## src/rtl/reg_file_wb.sv

```systemverilog
// Write-back stage register file: formats load data, selects the commit value,
// writes a 32x32 array with x0 hard-wired to zero and serves two bypassed read ports.
module reg_file_wb #(
    parameter int XLEN = 32,
    parameter int NREG = 32
) (
    input  logic                    clk,
    input  logic                    rst_n,
    input  logic                    we_regW,
    input  logic                    mux9W,
    input  logic                    mux5,
    input  logic [XLEN-1:0]         resultW,
    input  logic [XLEN-1:0]         memW,
    input  logic [XLEN-1:0]         pc,
    input  logic [$clog2(NREG)-1:0] rdW,
    input  logic [1:0]              ld_size,
    input  logic                    ld_uns,
    input  logic [1:0]              ld_off,
    input  logic [$clog2(NREG)-1:0] ra1,
    input  logic [$clog2(NREG)-1:0] ra2,
    output logic [XLEN-1:0]         rd1,
    output logic [XLEN-1:0]         rd2,
    output logic [XLEN-1:0]         wb_data,
    output logic                    wb_valid,
    output logic [31:0]             wb_count
);

    logic [XLEN-1:0] regs [NREG];
    logic [7:0]      ldByte;
    logic [15:0]     ldHalf;
    logic [XLEN-1:0] ldData;
    logic [31:0]     wbCount;

    always_comb begin
        ldByte = memW[7:0];
        case (ld_off)
            2'd0: ldByte = memW[7:0];
            2'd1: ldByte = memW[15:8];
            2'd2: ldByte = memW[23:16];
            2'd3: ldByte = memW[31:24];
            default: ldByte = memW[7:0];
        endcase
        ldHalf = ld_off[1] ? memW[31:16] : memW[15:0];
    end

    always_comb begin
        ldData = memW;
        case (ld_size)
            2'b00:   ldData = {{(XLEN-8){~ld_uns & ldByte[7]}}, ldByte};
            2'b01:   ldData = {{(XLEN-16){~ld_uns & ldHalf[15]}}, ldHalf};
            default: ldData = memW;
        endcase
    end

    always_comb begin
        wb_data = resultW;
        if (mux5) begin
            wb_data = pc;
        end else if (mux9W) begin
            wb_data = ldData;
        end
    end

    assign wb_valid = we_regW && (rdW != '0);

    always_ff @(posedge clk or negedge rst_n) begin
        if (!rst_n) begin
            regs    <= '{default: '0};
            wbCount <= '0;
        end else if (wb_valid) begin
            regs[rdW] <= wb_data;
            wbCount   <= wbCount + 32'd1;
        end
    end

    assign wb_count = wbCount;

    // Bypass is suppressed while reset is held so reads stay zero during reset.
    always_comb begin
        rd1 = regs[ra1];
        rd2 = regs[ra2];
        if (ra1 == '0) begin
            rd1 = '0;
        end else if (rst_n && wb_valid && (ra1 == rdW)) begin
            rd1 = wb_data;
        end
        if (ra2 == '0) begin
            rd2 = '0;
        end else if (rst_n && wb_valid && (ra2 == rdW)) begin
            rd2 = wb_data;
        end
    end

endmodule

```

## config.mk

```make
export PLATFORM = sky130hd
export DESIGN_NAME = reg_file_wb
export DESIGN_NICKNAME = d
export VERILOG_FILES = /design/src/rtl/reg_file_wb.sv
export SDC_FILE = /design/constraint.sdc
export NUM_CORES = 2
export LEC_CHECK = 0
export CAP_MARGIN = 10
export CORE_ASPECT_RATIO = 1.2
export CORE_MARGIN = 2
export CORE_UTILIZATION = 39
export CTS_CLUSTER_DIAMETER = 30
export DETAILED_ROUTE_END_ITERATION = 8
export PLACE_DENSITY = 0.67
export SETUP_SLACK_MARGIN = 0.2
export SLEW_MARGIN = 10
export SYNTH_ARGS = -nofsm -noshare
export SYNTH_HDL_FRONTEND = slang
export SYNTH_SLANG_ARGS = --single-unit
```

## constraint.sdc

```tcl
create_clock -name clk -period 2.28 [get_ports clk]
set_input_delay 0.342 -clock clk [delete_from_list [all_inputs] [get_ports clk]]
set_output_delay 0.342 -clock clk [all_outputs]
set_load 0.005 [all_outputs]
```

== Word-level counts from Yosys, hierarchy flattened ==
Index checks and enable logic that the tools add are counted.
Storage, ports and cells
  bits in registers: 1056
  output and inout bits: 129
  logic and storage cells: 78
Operators by class
  add/subtract/negate cells: 1
  order comparisons: 4
  eq/ne operators: 6
  multiplexer cells: 18
  bitwise gates (word level): 6
  reductions and logical operators: 10
Operators by type and width (count)
  bitwise mux 1024 bit: 1
  2-to-1 mux 32 bit: 11
  binary-select mux 32 bit (select 5 bit): 2
  demux 32 bit (select 5 bit): 1
  case mux 32 bit (2 select lines): 1
  adder 32 x 1 -> 32 bit (second input constant): 1
  case mux 8 bit (4 select lines): 1
  >= comparator 6 bit (second input constant): 3
  NOT 5 -> 6 bit: 3
  2-to-1 mux 16 bit: 1
  == test 5 bit: 2
  zero test 5 bit: 2
  less-than comparator 6 x 1 -> 1 bit (second input constant): 1
  logical AND 1 bit: 5
  nonzero test 5 bit: 1
  == test 2 x 1 -> 1 bit (second input constant): 2
  == test 2 bit (second input constant): 2
  zero test 2 bit: 2
  AND 1 bit: 2
  NOT 1 bit: 1

== Longest topological paths before layout ==
  word-level depth: 8
  gate-level depth with buffers: 9
  mapped depth without buffers: 6

== Worst setup path before layout ==
OpenSTA, ideal clock, no wires.
  path kind: input port to output port
  from: in ra1[0]
  to: out rd1[7]
  arrival: 2.045 ns
  data required time: 1.938 ns
  path slack: -0.107 ns
  stages: 8
  path buffers: 3
  cell sequence: buf_4 > buf_2 > buf_2 > mux4_2 > a32oi_1 > o221ai_1 > nor3_1 > a211oi_1
On the way
  longest elaborated chain between the ends: 6
  elaborated cells between the ends (all ways): 9
  those cells by class: 1 x eq/ne; 5 x mux; 1 x bitwise; 2 x reduce/logical
RTL lines
  start: declaration: RTL line 19  | input logic [$clog2(NREG)-1:0] ra1,
  NOT 5 -> 6 bit (not written as such): RTL line 80  | rd1 = regs[ra1];
  binary-select mux 32 bit (select 5 bit): RTL line 80
  2-to-1 mux 32 bit (not written as such) (2 in a row): RTL line 80
  2-to-1 mux 32 bit: RTL line 84  | end else if (rst_n && wb_valid && (ra1 == rdW)) begin
  2-to-1 mux 32 bit *: RTL line 82  | if (ra1 == '0) begin
  end: declaration: RTL line 21  | output logic [XLEN-1:0] rd1,
Mark *: on every way between the ends. The rest lies on a longest branch, timed or not. The select of a mux whose other input is x is not followed.

== Worst setup path after layout ==
  from: reg regs[798] in the netlist's numbering
  to: out rd1[30]
On the way
  longest elaborated chain between the ends: 5
RTL lines
  start: declaration: RTL line 28  | logic [XLEN-1:0] regs [NREG];
  start signal: indexed assignment: RTL line 71  | regs[rdW] <= wb_data;
  binary-select mux 32 bit (select 5 bit): RTL line 80
  2-to-1 mux 32 bit (not written as such) (2 in a row): RTL line 80
  2-to-1 mux 32 bit: RTL line 84
  2-to-1 mux 32 bit: RTL line 82
No other way between the ends. The select of a mux whose other input is x is not followed.

==> results.py <==
metrics = {
    "outcome": {
        "outcome": "complete, but fails checks",
        "violations": "setup timing",
    },
    "layout": {
        "finalNonFillerCells": 8083,
        "final_nets": 6172,
        "drive_above_1_share_pct": 40.0,
        "syn_to_final_growth_pct": 41.5,
    },
    "power_and_ir_drop": {
        "seqPwrFrac_pct": 33.5,
        "irDropWorstVdd_v": 0.000831,
        "p_leak_nw": 34.7,
        "p_switching_w": 0.0215,
        "power.share.clock_pct": 45.8,
        "p_per_area_nw_per_um2": 945,
        "combPwrFrac_pct": 20.6,
        "internal_power_w": 0.0523,
        "swShare_pct": 29.2,
    },
    "sta": {
        "period_share_pct": 140,
        "hold-worst-slack_ns": 0.0292,
        "setup_tns_ns": -48.32,
        "max_freq_mhz": 313,
        "clock_skew_ns": 0.00834,
        "final_max_slew_viol_count": 0,
        "grt_setup_unrepaired": "yes",
        "setup_slack_ns": -0.912,
        "worst_pin_slew_ns": 0.999,
        "min_period_ns": 3.19,
        "slew_headroom_pct": 33.4,
        "finalSetupViolations": 94,
        "hold_viol": 0,
    },
    "detailed_routing": {
        "drt_iter0_drc": 6151,
        "drc": 0,
        "ant_nets": 0,
        "wirelength_mm": 227,
        "via_per_inst": 6.19,
        "vias": 50100,
        "firstDrtPassIters": 9,
        "wl_per_cell_um": 28.0,
    },
    "clock_tree": {
        "clk_pin_slew_ns": 0.05,
        "clockRootBuffer": "clkbuf_16",
        "clk_latency_ns": 0.83,
        "cts_htree_levels": 4,
        "clock_path_buffers": 3,
        "cts_buffers": 223,
        "clkSinkCount": 1056,
        "cts_tree": "done",
    },
    "placed_design": {
        "hpwl_mm": 146,
        "dp_cells": 7482,
        "place.gp.congestion": 0.965,
        "portBuffers": 249,
    },
    "global_route": {
        "grtUsageMet2_pct": 46.4,
        "grt_pass1_wl_mm": 330,
        "grt_pass1_vias": 51100,
        "grt.busiest_layer": "met2",
        "antenna_found_initial": 12,
        "met1_usage_pct": 37.5,
        "overflow": 0,
        "grt_start_max_net_pins": 187,
        "grtUsageTotal_pct": 30.8,
        "met3_usage_pct": 9.04,
    },
    "synth": {
        "synth_area_um2": 55200,
        "syn-mean-instance-area_um2": 10.9,
        "ys.flop_type": "dfrtp_1",
        "synthMuxAreaShare_pct": 21.8,
        "synth_area_leaders": "dfrtp_1 48%, mux4_2 21%, nand2_1 7.6%",
        "synth_async_sr_flop_share_pct": 100,
        "synthesis.nets": 5194,
        "synth_top_family_by_area": "multiplexers",
        "synth.most_common_cell": "nand2_1",
        "synthAdderAreaFrac_pct": 0.0227,
        "ys_seq_area_share_pct": 47.9,
        "synth_edf_count": 0,
        "synth_warnings": 0,
        "synth-simple-area-share_pct": 10.6,
        "synth_commonest_cells": "1124 x nand2_1, 1056 x dfrtp_1, 832 x o21ai_0",
        "ys_seq_elements": 1056,
        "yosysUniqueCellTypes": 59,
        "synth_largest_area_cell": "dfrtp_1",
        "synth-xor-area-share_pct": 0.651,
        "synth_top_area_share_pct": 47.9,
        "synth-compound-area-share_pct": 14.6,
        "netlist_instances": 5072,
    },
    "die": {
        "fp.dieH_um": 416,
        "core-area_um2": 141000,
        "die_width_um": 347,
        "start_util_pct": 39.2,
        "pin_count": 250,
        "die_area_um2": 145000,
        "row_count": 151,
    },
    "worst_setup_path": {
        "crit_path_end_kind": "output pin",
        "path_class": "register to output pin",
        "cp_data_required_time_ns": 1.94,
        "crit_fanout": 3,
        "critPathArrivalTime_ns": 2.85,
        "cp-start-kind": "register",
    },
    "hold_path": {
        "worst_hold_path_type": "primary input to asynchronous set/reset pin",
    },
    "run": {
        "cap_viol_max_count": 0,
    },
}
[flip-flops by register name, summed over array words and instances, names as in the netlist]
name	cells
regs	1024
wb_count	32
[through the flow]
stage | util (%) | worst slack (ns) | power [W] | cell area, um^2
detailed placement | 47.2 | -1.49 | 0.0382 | 66400
global route | 55.5 | -0.953 | 0.0764 | 78100
global placement | 47.2 | -1.55 | 0.0375 | 66400
floorplan | - | 0.0333 | 0.0318 | 55700
finish | 55.5 | -0.912 | 0.0738 | 78100
CTS | 54.7 | -0.947 | 0.0731 | 77100
[metal layers]
layer | vias up | wire (um) | share of wire, %
li1 | 20600 | - | -
met1 | 25100 | 79600 | 35
met2 | 3371 | 102000 | 45
met3 | 960 | 26300 | 12
met4 | 4 | 18500 | 8.2
met5 | - | 25 | 0.011
[layout make-up]
cell class,instances,area (um^2)
flip-flops and latches,1056,26400
fillers,11000,62600
diodes,7,17.5
clock buffers,257,5930
inverters,46,221
clock inverters,158,2000
multi-input cells,3427,28300
repair buffers,1296,12900
well taps,1836,2300
[cell families (layout without fill, tap and decap cells)]
family,count (synthesis),in the layout
AO/OA/AOI/OAI,1410,1410
XOR/XNOR,41,41
adder cells (fa/ha/maj),1,1
buffers and inverters,589,1757
flip-flops,1056,1056
multiplexers,566,566
other,0,7
AND/OR/NAND/NOR,1409,1409
[final timing paths]
kind                        startpoint           end  slack [ns]  cells after the start
max in group asynchronous        rst_n  wb_count[18]        0.47                      5
max                          regs[798]       rd1[30]       -0.91                      5
min reg2reg                 regs[1018]    regs[1018]        0.39                      0
min in group clk            regs[1018]    regs[1018]        0.39                      0
max reg2reg                wb_count[2]  wb_count[31]        0.44                      7
min                              rst_n     regs[118]        0.03                      3
[layout by cell type, fill, tap and decap left out, types with 32 or more instances in the layout]
cell	instances
buf_4	768
nor3_2	45
mux4_2	507
dfrtp_1	1051
a22oi_1	56
clkbuf_16	227
o21ai_1	214
a22oi_2	66
buf_12	177
nand2_2	50
o22ai_1	45
buf_2	52
dlygate4sd2_1	51
nor2_1	45
clkinvlp_4	35
clkdlybuf4s50_1	69
nand2_1	1072
clkinv_2	32
o21ai_0	802
buf_6	139
[power by group through the flow]
stage                     logic, W  registers [W]  clock network, W
after global routing        0.0163         0.0251            0.0350
after floorplan            0.00771         0.0241                 0
after detailed placement    0.0134         0.0248                 0
after CTS                   0.0146         0.0246            0.0339
after global placement      0.0130         0.0245                 0
final                       0.0152         0.0248            0.0338
[critical path, stage by stage (launching register included)]
cell and delay, ns:
dfrtp_1 0.41, mux4_2 0.47, nor3b_2 0.17, or4_4 0.58, a22o_4 0.27, buf_6 0.12
[timing repair]
action | 4_1_cts | 5_1_grt
hold buffers | 1 | 0
gates resized for setup | 936 | 169
buffers inserted | 130 | 38
setup endpoints to repair | 447 | 374
gates cloned | 7 | 3
endpoints found under the hold margin | 304 | 0
pin swaps | 196 | 117
Power figures use the tool's default switching activity.
